[config.mk]
export PLATFORM = sky130hd
export DESIGN_NAME = fft32_seq_ctrl
export DESIGN_NICKNAME = d
export VERILOG_FILES = /design/src/rtl/fft32_seq_ctrl.sv
export SDC_FILE = /design/constraint.sdc
export NUM_CORES = 1
export LEC_CHECK = 0
export ABC_AREA = 1
export ABC_CLOCK_PERIOD_IN_PS = 1800
export CELL_PAD_IN_SITES_DETAIL_PLACEMENT = 1
export CELL_PAD_IN_SITES_GLOBAL_PLACEMENT = 1
export CORE_ASPECT_RATIO = 0.9
export CORE_UTILIZATION = 33
export CTS_BUF_LIST = sky130_fd_sc_hd__clkbuf_16
export CTS_CLUSTER_DIAMETER = 40
export DETAILED_ROUTE_END_ITERATION = 8
export GPL_TIMING_DRIVEN = 0
export HOLD_SLACK_MARGIN = 0.05
export PLACE_DENSITY = 0.74
export SKIP_LAST_GASP = 1
export SLEW_MARGIN = 20
export SYNTH_ARGS = -nofsm -noshare
export SYNTH_HDL_FRONTEND = slang
export SYNTH_SLANG_ARGS = --single-unit
export TNS_END_PERCENT = 20
[constraint.sdc]
create_clock -name i_clk -period 1.8 [get_ports i_clk]
set_clock_uncertainty 0.15 [all_clocks]
set_input_delay 0.36 -clock i_clk [delete_from_list [all_inputs] [get_ports i_clk]]
set_output_delay 0.36 -clock i_clk [all_outputs]
set_load 0.01 [all_outputs]
[src/rtl/fft32_seq_ctrl.sv]
// Start/hold controlled sequencer for the FFT32 datapath: two FFT16 passes
// (even, then odd samples) followed by a radix-2 combine stage.
module fft32_seq_ctrl #(
    parameter int STAGE_LEN    = 2,
    parameter int COMBINE_LEN  = 2,
    parameter int FFT16_STAGES = 4
) (
    input  logic       i_clk,
    input  logic       i_rst,
    input  logic       i_start,
    input  logic       i_hold,
    output logic       o_busy,
    output logic [1:0] w_mux_switcher,
    output logic       w_address_switcher,
    output logic       w_FFT16_cycle_rst,
    output logic [2:0] w_STAGES,
    output logic       w_FFT16_cycle_done_delay,
    output logic       o_FFT32_cycle_done
);

    localparam int CNT_W = 4 + $clog2(STAGE_LEN + 1);
    localparam logic [CNT_W-1:0] RUN_LAST  = CNT_W'(FFT16_STAGES * STAGE_LEN - 1);
    localparam logic [CNT_W-1:0] COMB_LAST = CNT_W'(COMBINE_LEN - 1);

    typedef enum logic [3:0] {
        S_IDLE, S_LOAD_A, S_RUN_A, S_CAP_A,
        S_LOAD_B, S_RUN_B, S_CAP_B, S_COMBINE, S_DONE
    } state_t;

    state_t           state_reg, state_next;
    logic [CNT_W-1:0] cnt_reg, cnt_next;

    logic       busy_reg, busy_next;
    logic [1:0] mux_reg, mux_next;
    logic       addr_reg, addr_next;
    logic       crst_reg, crst_next;
    logic [2:0] stages_reg, stages_next;
    logic       ddel_reg, ddel_next;
    logic       done_reg, done_next;

    // Thermometer of "counter has reached stage gi" for the upcoming cycle.
    logic [3:1] stage_ge;
    logic [2:0] stage_run;

    generate
        for (genvar gi = 1; gi < 4; gi++) begin : g_stage_ge
            assign stage_ge[gi] = (cnt_next >= CNT_W'(gi * STAGE_LEN));
        end
    endgenerate

    assign stage_run = {1'b0, stage_ge[2], (stage_ge[1] & ~stage_ge[2]) | stage_ge[3]};

    always_ff @(posedge i_clk) begin
        if (i_rst) begin
            state_reg  <= S_IDLE;
            cnt_reg    <= '0;
            busy_reg   <= 1'b0;
            mux_reg    <= 2'b00;
            addr_reg   <= 1'b0;
            crst_reg   <= 1'b0;
            stages_reg <= 3'd0;
            ddel_reg   <= 1'b0;
            done_reg   <= 1'b0;
        end else begin
            state_reg  <= state_next;
            cnt_reg    <= cnt_next;
            busy_reg   <= busy_next;
            mux_reg    <= mux_next;
            addr_reg   <= addr_next;
            crst_reg   <= crst_next;
            stages_reg <= stages_next;
            ddel_reg   <= ddel_next;
            done_reg   <= done_next;
        end
    end

    // Counter defaults to zero so every entry into a new state starts fresh.
    always_comb begin
        state_next = state_reg;
        cnt_next   = '0;
        case (state_reg)
            S_IDLE:   if (i_start) state_next = S_LOAD_A;
            S_LOAD_A: state_next = S_RUN_A;
            S_RUN_A: begin
                if (i_hold)                   cnt_next   = cnt_reg;
                else if (cnt_reg == RUN_LAST) state_next = S_CAP_A;
                else                          cnt_next   = cnt_reg + CNT_W'(1);
            end
            S_CAP_A:  state_next = S_LOAD_B;
            S_LOAD_B: state_next = S_RUN_B;
            S_RUN_B: begin
                if (i_hold)                   cnt_next   = cnt_reg;
                else if (cnt_reg == RUN_LAST) state_next = S_CAP_B;
                else                          cnt_next   = cnt_reg + CNT_W'(1);
            end
            S_CAP_B:  state_next = S_COMBINE;
            S_COMBINE: begin
                if (i_hold)                    cnt_next   = cnt_reg;
                else if (cnt_reg == COMB_LAST) state_next = S_DONE;
                else                           cnt_next   = cnt_reg + CNT_W'(1);
            end
            S_DONE:   state_next = i_start ? S_LOAD_A : S_IDLE;
            default:  state_next = S_IDLE;
        endcase
    end

    // Outputs are decoded from the upcoming state so they line up with it once registered.
    always_comb begin
        busy_next   = (state_next != S_IDLE);
        mux_next    = 2'b00;
        addr_next   = 1'b0;
        crst_next   = 1'b0;
        stages_next = 3'd0;
        ddel_next   = 1'b0;
        done_next   = 1'b0;
        case (state_next)
            S_LOAD_A:  crst_next = 1'b1;
            S_RUN_A:   stages_next = stage_run;
            S_CAP_A:   ddel_next = 1'b1;
            S_LOAD_B: begin
                mux_next  = 2'b01;
                addr_next = 1'b1;
                crst_next = 1'b1;
            end
            S_RUN_B: begin
                mux_next    = 2'b01;
                addr_next   = 1'b1;
                stages_next = stage_run;
            end
            S_CAP_B: begin
                mux_next  = 2'b01;
                addr_next = 1'b1;
                ddel_next = 1'b1;
            end
            S_COMBINE: begin
                mux_next    = 2'b10;
                addr_next   = 1'b1;
                stages_next = 3'd4;
            end
            S_DONE: begin
                mux_next  = 2'b10;
                done_next = 1'b1;
            end
            default: ;
        endcase
    end

    assign o_busy                   = busy_reg;
    assign w_mux_switcher           = mux_reg;
    assign w_address_switcher       = addr_reg;
    assign w_FFT16_cycle_rst        = crst_reg;
    assign w_STAGES                 = stages_reg;
    assign w_FFT16_cycle_done_delay = ddel_reg;
    assign o_FFT32_cycle_done       = done_reg;

endmodule

==> results of run 1 <==
-- what timing repair did --
item | CTS | global route
pin swaps | 1 | 1
endpoints found under the setup margin | 7 | 6
resized for setup | 9 | 5
setup buffers | 2 | 1
-- synth_stat cells, types with 2 or more instances --
master,number
dfxtp_1,20
nor2_2,2
o21ai_1,2
nor2_1,32
nand2_1,35
inv_1,19
nand3_2,2
o21ai_0,5
nor2_4,4
nand2_2,2
nand4_1,4
ha_1,2
inv_2,4
a21oi_1,5
nand3_1,11
-- layout by cell type, fill, tap and decap left out, drive strengths merged --
| master | synthesis | final |
|---|---|---|
| a211oi | 1 | 1 |
| a21oi | 5 | 5 |
| buf | 0 | 3 |
| bufinv | 0 | 1 |
| clkbuf | 1 | 4 |
| clkdlybuf4s50 | 0 | 12 |
| dfxtp | 20 | 20 |
| dlygate4sd2 | 0 | 1 |
| ha | 2 | 2 |
| inv | 23 | 23 |
| nand2 | 37 | 37 |
| nand3 | 13 | 13 |
| nand4 | 4 | 4 |
| nor2 | 38 | 38 |
| o211ai | 1 | 1 |
| o21ai | 7 | 7 |
| o22ai | 1 | 1 |
-- power groups by stage --
stage / clock network, mW / registers, mW / logic (mW)
floorplan: 0 / 0.477 / 0.0759
global placement: 0 / 0.475 / 0.120
detailed placement: 0 / 0.476 / 0.124
CTS: 0.618 / 0.466 / 0.125
global route: 0.647 / 0.468 / 0.146
finish: 0.608 / 0.466 / 0.128
-- cell type report --
type | instances | area, sq um
Timing Repair Buffer | 16 | 151
Fill cell | 374 | 1460
Tap cell | 40 | 50.0
Clock buffer | 3 | 75.1
Multi-Input combinational cell | 109 | 574
Buffer | 1 | 3.75
Clock inverter | 1 | 30.0
Sequential cell | 20 | 405
Inverter | 23 | 86.3
-- critical path: cells and delay by family, from the launching register on --
family          cells  cell delay [ns]
compound gates      1             0.18
fa+ha+maj           1             0.16
buf+inv             2             0.20
flops               1             0.38
simple gates        6             0.59
-- worst min path at each step --
stage | start | endpoint | slack, ns | cells after the start
after floorplan | i_rst | w_FFT16_cycle_done_delay | 0.29 | 1
after global placement | cnt_reg[0] | cnt_reg[0] | 0.47 | 3
after detailed placement | cnt_reg[0] | cnt_reg[0] | 0.47 | 2
after CTS | cnt_reg[0] | cnt_reg[0] | 0.45 | 3
after global routing | cnt_reg[0] | cnt_reg[0] | 0.54 | 3
final | cnt_reg[0] | cnt_reg[0] | 0.45 | 3
-- metal layers --
metal | track usage [%] | vias up | part of all wire [%]
met5 | 0 | - | 0
met4 | 4.55 | 0 | 0.35
met3 | 4.73 | 2 | 2.4
met2 | 35.9 | 10 | 53
met1 | 23.0 | 489 | 44
li1 | - | 517 | -
-- logic make-up (layout without fill, tap and decap cells) --
family,after synthesis,in the layout,share of synthesized area (%)
buffers and inverters,24,44,8.84
flip-flops,20,20,39.3
AO/OA/AOI/OAI,15,15,7.99
adder cells (fa/ha/maj),2,2,2.46
AND/OR/NAND/NOR,92,92,41.4
-- stage by stage --
stage                     worst slack (ns)  power (mW)  TNS (ns)
after floorplan                      0.165       0.553         0
after global placement              -0.396       0.596     -3.04
after detailed placement            -0.404       0.600     -3.48
after CTS                           0.0377        1.21         0
after global routing               -0.0895        1.26    -0.254
final                               0.0808        1.20         0
==> summary.md, run 1 <==
| Metric | Value |
|---|---|
| Status | `completed` |
| Max reg flops | `6` |
| Comb power frac | `roughly a tenth` |
| RePlAce Congestion | `0.802` |
| Clk sink count | `20` |
| Req. time, crit path | `roughly 1.8 ns` |
| Die area | `around 3300 sq um` |
| Die Wd | `between 60 and 70 microns` |
| Critical path class | `reg2reg` |
| Final instance area | `1380 sq um` |
| Slew Viols, Final | `0` |
| Clock Path Buffers | `2` |
| Maximum number of pins on one net before global-route repair | `13` |
| Sequential power share | `between 30 and 40%` |
| First-pass GRT wire length | `around 4700 microns` |
| Antenna Nets Post-Route | `0` |
| Avg Cell Area, Syn | `approximately 6.7 sq um` |
| Dpl hpwl | `between 2000 and 2500 microns` |
| Sw power | `roughly 0.26 mW` |
| Area grow syn2layout | `35.1%` |
| Global route total overflow | `0` |
| R2R setup slack | `between 0.08 and 0.09 ns` |
| Wirelength per Cell | `13.2 microns` |
| Seq/Total Area, Yosys | `between 30% and 40%` |
| Critical path's largest stage delay | `~0.38 ns` |
| Number of enable flip-flop cells after synthesis | `0` |
| H-tree levels | `1` |
| Worst setup startpoint | `cnt_reg[1]` |
| ANT cells | `0` |
| Cell Count Post-Placement | `206` |
| Fin nets | `180` |
| Synthesis-stage register bit count | `20` |
| Crit-path max FO | `4` |
| Synth area leader | `dfxtp_1` |
| Syn Std Cell Area | `1020 sq um` |
| Iter 0 DRT Violations | `13` |
| Share of the synthesized area in the top cell type | `between 30% and 40%` |
| Ranking of synthesized cells by area | `dfxtp_1 39%, nand2_1 13%, nor2_1 12%` |
| Hold Path Class | `reg2reg` |
| Leak Pwr | `between 0.6 and 0.7 nW` |
| Worst slew pin tran | `0.469 ns` |
| Synthesized Nets | `around 160` |
| Crit path capture | `w_STAGES[1]` |
| GRT Total Usage | `between 10% and 20%` |
| Final core area utilization | `roughly half` |
| Sw Share | `approximately a fifth` |
| Root Driver | `clkbuf_16` |
| DR vias/cell | `4.78` |
| Max Clock Freq | `roughly 580 MHz` |
| Crit path launch type | `flop` |
| DRC | `0` |
| Number of global-route vias before repair | `around 1k` |
| DP Area | `1200 sq um` |
| Dominant synthesized flop cell | `dfxtp_1` |
| Synth Instances | `between 150 and 200` |
| Setup violators final | `0` |
| Nature of the critical path endpoint | `flop` |
| Layout Cells excl Fill | `213` |
| CTS buffer count | `3` |
| Initial antenna violation count | `0` |
| WP data arrival | `1.76 ns` |
| IO buf count | `13` |
| Row Count | `18` |
| Clock power share | `between 50% and 60%` |
| Layout cells sized above 1 | `16.8%` |
| Ys async rst share | `0%` |
| CP Cell Sequence | `ha_4 > inv_1 > nor2_4 > buf_4 > nand2_1 > o21ai_0 > nand3_1 > nand2_1 > nor2_1 > nor2_1` |
| Reg2reg path depth | `10` |
| Max Cap Viol | `0` |
| Tcrit/Tclk final | `roughly 96%` |
| RSZ-0062 raised after global routing | `true` |
| Core region area | `between 2000 and 3000 sq um` |
| Die H | `around 55 microns` |
| Total routed wirelength | `approximately 2800 microns` |
| Relative slew margins | `about 69%` |
| Skew-Pair Late Insertion Delay | `0.25 ns` |
| Starting Density | `around 36%` |
| Internal power | `roughly 0.95 mW` |
| Netlist cell types | `19` |
| Via count | `about 1.0k` |
| Slowest library cell on the worst path | `dfxtp_2` |
| Pre-Repair DR Iteration Count | `4` |
| R2R Path End | `w_STAGES[1]` |
| CTS clk-pin slew, worst paths | `approximately 0.060 ns` |
| Crit Reg-Reg Startpoint | `cnt_reg[1]` |
| I/O pin cnt | `14` |
| P per Cell Area | `873 nW/um^2` |
| Maximum vdd ir drop | `447 uV` |
| Fin. Hold Viols | `0` |
| # hold bufs at CTS | `0` |
| Tmin final | `1.72 ns` |
| Yosys warns | `0` |
| CTS tree | `done` |
| Worst Hold Slack | `0.448 ns` |
No activity file was read; power rests on OpenSTA's default activity.
==> run 2, diff against run 1 <==
--- a/config.mk
+++ b/config.mk
@@ -17,6 +17,7 @@
 export GPL_TIMING_DRIVEN = 0
 export HOLD_SLACK_MARGIN = 0.05
 export PLACE_DENSITY = 0.74
+export SKIP_CTS_REPAIR_TIMING = 1
 export SKIP_LAST_GASP = 1
 export SLEW_MARGIN = 20
 export SYNTH_ARGS = -nofsm -noshare
==> run 2 against run 1 <==
Combinational power grew 5%. First-iteration DRC count grew 120%. Maximum frequency shrank 0.66%. Setup slack lost 0.011 ns. Global-route usage shrank 1.1 points. Largest power group unchanged.
==> summary.md, run 2 (synthesis gave the netlist of run 1 again) <==
| Metric | Value |
|---|---|
| RSZ-0062 raised after global routing | `true` |
| Design Power | `1.21 mW (+0.70%)` |
| Global route total overflow | `0 (unchanged)` |
| Relative slew margins | `68.2% (-0.50 points)` |
| Reg2reg path depth | `11 (+1)` |
| Core region area | `2840 sq um (unchanged)` |
| Initial antenna violation count | `0 (unchanged)` |
| Status | `completed` |
| CTS tree | `done` |
| RePlAce Congestion | `0.802 (unchanged)` |
| GR Layer Usage met3 | `4.49% (-0.24 points)` |
| Antenna Nets Post-Route | `0 (unchanged)` |
| Final instance area | `1370 sq um (-0.82%)` |
| DP Area | `1200 sq um (unchanged)` |
| Leak Pwr | `0.609 nW (+0.31%)` |
| Row Count | `18 (unchanged)` |
| Die H | `54.7 microns (unchanged)` |
| Die area | `3310 sq um (unchanged)` |
| Max reg flops | `6 (unchanged)` |
| Clock Path Buffers | `2 (unchanged)` |
| CP Cell Sequence | `ha_4 > inv_1 > nor2_4 > nand3_4 > nand2_1 > nand3_2 > nor2_4 > buf_4 > nand4_1 > nand2_1 > inv_1` |
| Slowest library cell on the worst path | `dfxtp_4` |
| Nature of the critical path endpoint | `flop` |
| Root Driver | `clkbuf_16` |
| R2R setup slack | `0.07 ns (about the same)` |
| Starting Density | `35.9% (unchanged)` |
| Tmin final | `1.73 ns (+0.0114 ns)` |
| Via count | `1,013 (-0.49%)` |
| IO buf count | `13 (unchanged)` |
| DRC | `0 (unchanged)` |
| Max Clock Freq | `578 MHz (-0.66%)` |
| Hold endpoint | `cnt_reg[0]` |
| Wirelength per Cell | `13.3 microns (+0.44%)` |
| Crit Reg-Reg Startpoint | `cnt_reg[0]` |
| Fin nets | `179 (-0.56%)` |
| FF+latch area | `405 sq um (unchanged)` |
| Crit-path max FO | `5 (+1)` |
| Area grow syn2layout | `34.0%` |
| P per Cell Area | `886 nW/um^2 (+1.5%)` |
| I/O pin cnt | `14 (unchanged)` |
| Crit path launch type | `flop` |
| GR Layer Usage met1 | `21.6% (-1.4 points)` |
| Tcrit/Tclk final | `96.1% (+0.63 points)` |
| Maximum vdd ir drop | `449 uV (+0.60%)` |
| Worst slew pin tran | `0.477 ns (+0.00743 ns)` |
| Hold depth | `3 (unchanged)` |
| Critical path's largest stage delay | `0.38 ns (about the same)` |
| Clk sink count | `20 (unchanged)` |
| Die Wd | `60.6 microns (unchanged)` |
| Slew Viols, Final | `0 (unchanged)` |
| ANT cells | `0 (unchanged)` |
| Pre-Repair DR Iteration Count | `4 (unchanged)` |
| First-pass GRT wire length | `4430 microns (-4.9%)` |
| Commonest non-fill, non-tap cell in the layout | `nand2_1` |
| Met2 GRT Util | `34.6% (-1.3 points)` |
| Fin. Hold Viols | `0 (unchanged)` |
| Hold Path Class | `reg2reg` |
| Hold path start | `cnt_reg[0]` |
| Iter 0 DRT Violations | `28 (+15)` |
| Number of global-route vias before repair | `988 (-1.5%)` |
| Filler cells | `374 (unchanged)` |
| Total routed wirelength | `2820 microns (about the same)` |
| DR vias/cell | `4.78 (about the same)` |
| Skew-Pair Late Insertion Delay | `0.25 ns (about the same)` |
| H-tree levels | `1 (unchanged)` |
| CTS clk-pin slew, worst paths | `0.06 ns (about the same)` |
| GRT Total Usage | `18.5% (-1.1 points)` |
| Layout cells sized above 1 | `16.3% (-0.48 points)` |
| Max Cap Viol | `0 (unchanged)` |
| Dpl hpwl | `2100 microns (unchanged)` |
| Critical path class | `reg2reg` |
| Busiest grt layer | `met2` |
| Maximum number of pins on one net before global-route repair | `13 (unchanged)` |
| WP data arrival | `1.73 ns (-0.03 ns)` |
| Area of the multi-input gates | `567 sq um (-1.3%)` |
| R2R Path End | `o_busy` |
| Commonest non-fill, non-tap cells in the layout | `33 x nand2_1, 30 x nor2_1, 19 x inv_1, 18 x dfxtp_1, 12 x clkdlybuf4s50_1` |
| Req. time, crit path | `1.80 ns (-0.04 ns)` |
| CTS buffer count | `3 (unchanged)` |
| Setup violators final | `0 (unchanged)` |
-- run 2: changes by cell type in the layout (fill, tap and decap cells not counted) --
cell	change
nand2_2	-1
nor2_1	-1
nor2_2	+1
nand2_1	+1
a21oi_4	-1
dlygate4sd2_1	-1
dlymetal6s2s_1	+1
buf_4	-1
a21oi_2	+1
-- run 2: cell type report --
type	instances	area share (%)
buffer	1	0.275
clock buffer	3	5.50
clock inverter	1	2.20
inverter	23	6.32
multi-input combinational	109	41.5
sequential	20	29.7
tap	40	3.67
timing repair buffer	15	10.8
-- run 2: routing by layer --
layer / share of wire [%] / vias up
met4: 0.74 / 0
met5: 0 / -
li1: - / 514
met1: 43 / 482
met2: 53 / 13
met3: 2.7 / 4
-- run 2: stage by stage --
stage               hold slack (ns)  utilization [%]  worst slack (ns)  std cells  TNS [ns]
floorplan                     0.288                -             0.165        153         0
global placement              0.465             42.2            -0.396        206     -3.04
detailed placement            0.475             42.2            -0.404        206     -3.48
CTS                           0.488             45.9            -0.157        210    -0.607
global route                  0.501             48.1           -0.0731        212    -0.309
finish                        0.444             48.1            0.0694        212         0
-- run 2: worst max-delay path: cells and delay by family, from the launching register on --
kind / cells / cell delay, ns
buffers and inverters: 3 / 0.22
DFF: 1 / 0.38
and+or+nand+nor: 7 / 0.74
adders and majority gates: 1 / 0.15
-- run 2: power breakdown --
group / internal (mW) / leakage (nW) / switching [mW]
clock network: 0.441 / 0.0511 / 0.168
logic: 0.0548 / 0.394 / 0.0804
registers: 0.455 / 0.163 / 0.0108
total: 0.951 / 0.609 / 0.259
-- run 2: how the worst max path moves through the flow --
stage | startpoint | to | slack (ns) | depth (start not counted)
global route | cnt_reg[0] | w_STAGES[0] | -0.07 | 10
global placement | i_hold | w_STAGES[0] | -0.40 | 9
CTS | cnt_reg[0] | w_STAGES[1] | -0.16 | 10
finish | cnt_reg[0] | o_busy | 0.07 | 11
floorplan | cnt_reg[0] | w_STAGES[0] | 0.17 | 10
detailed placement | i_hold | w_STAGES[0] | -0.40 | 9
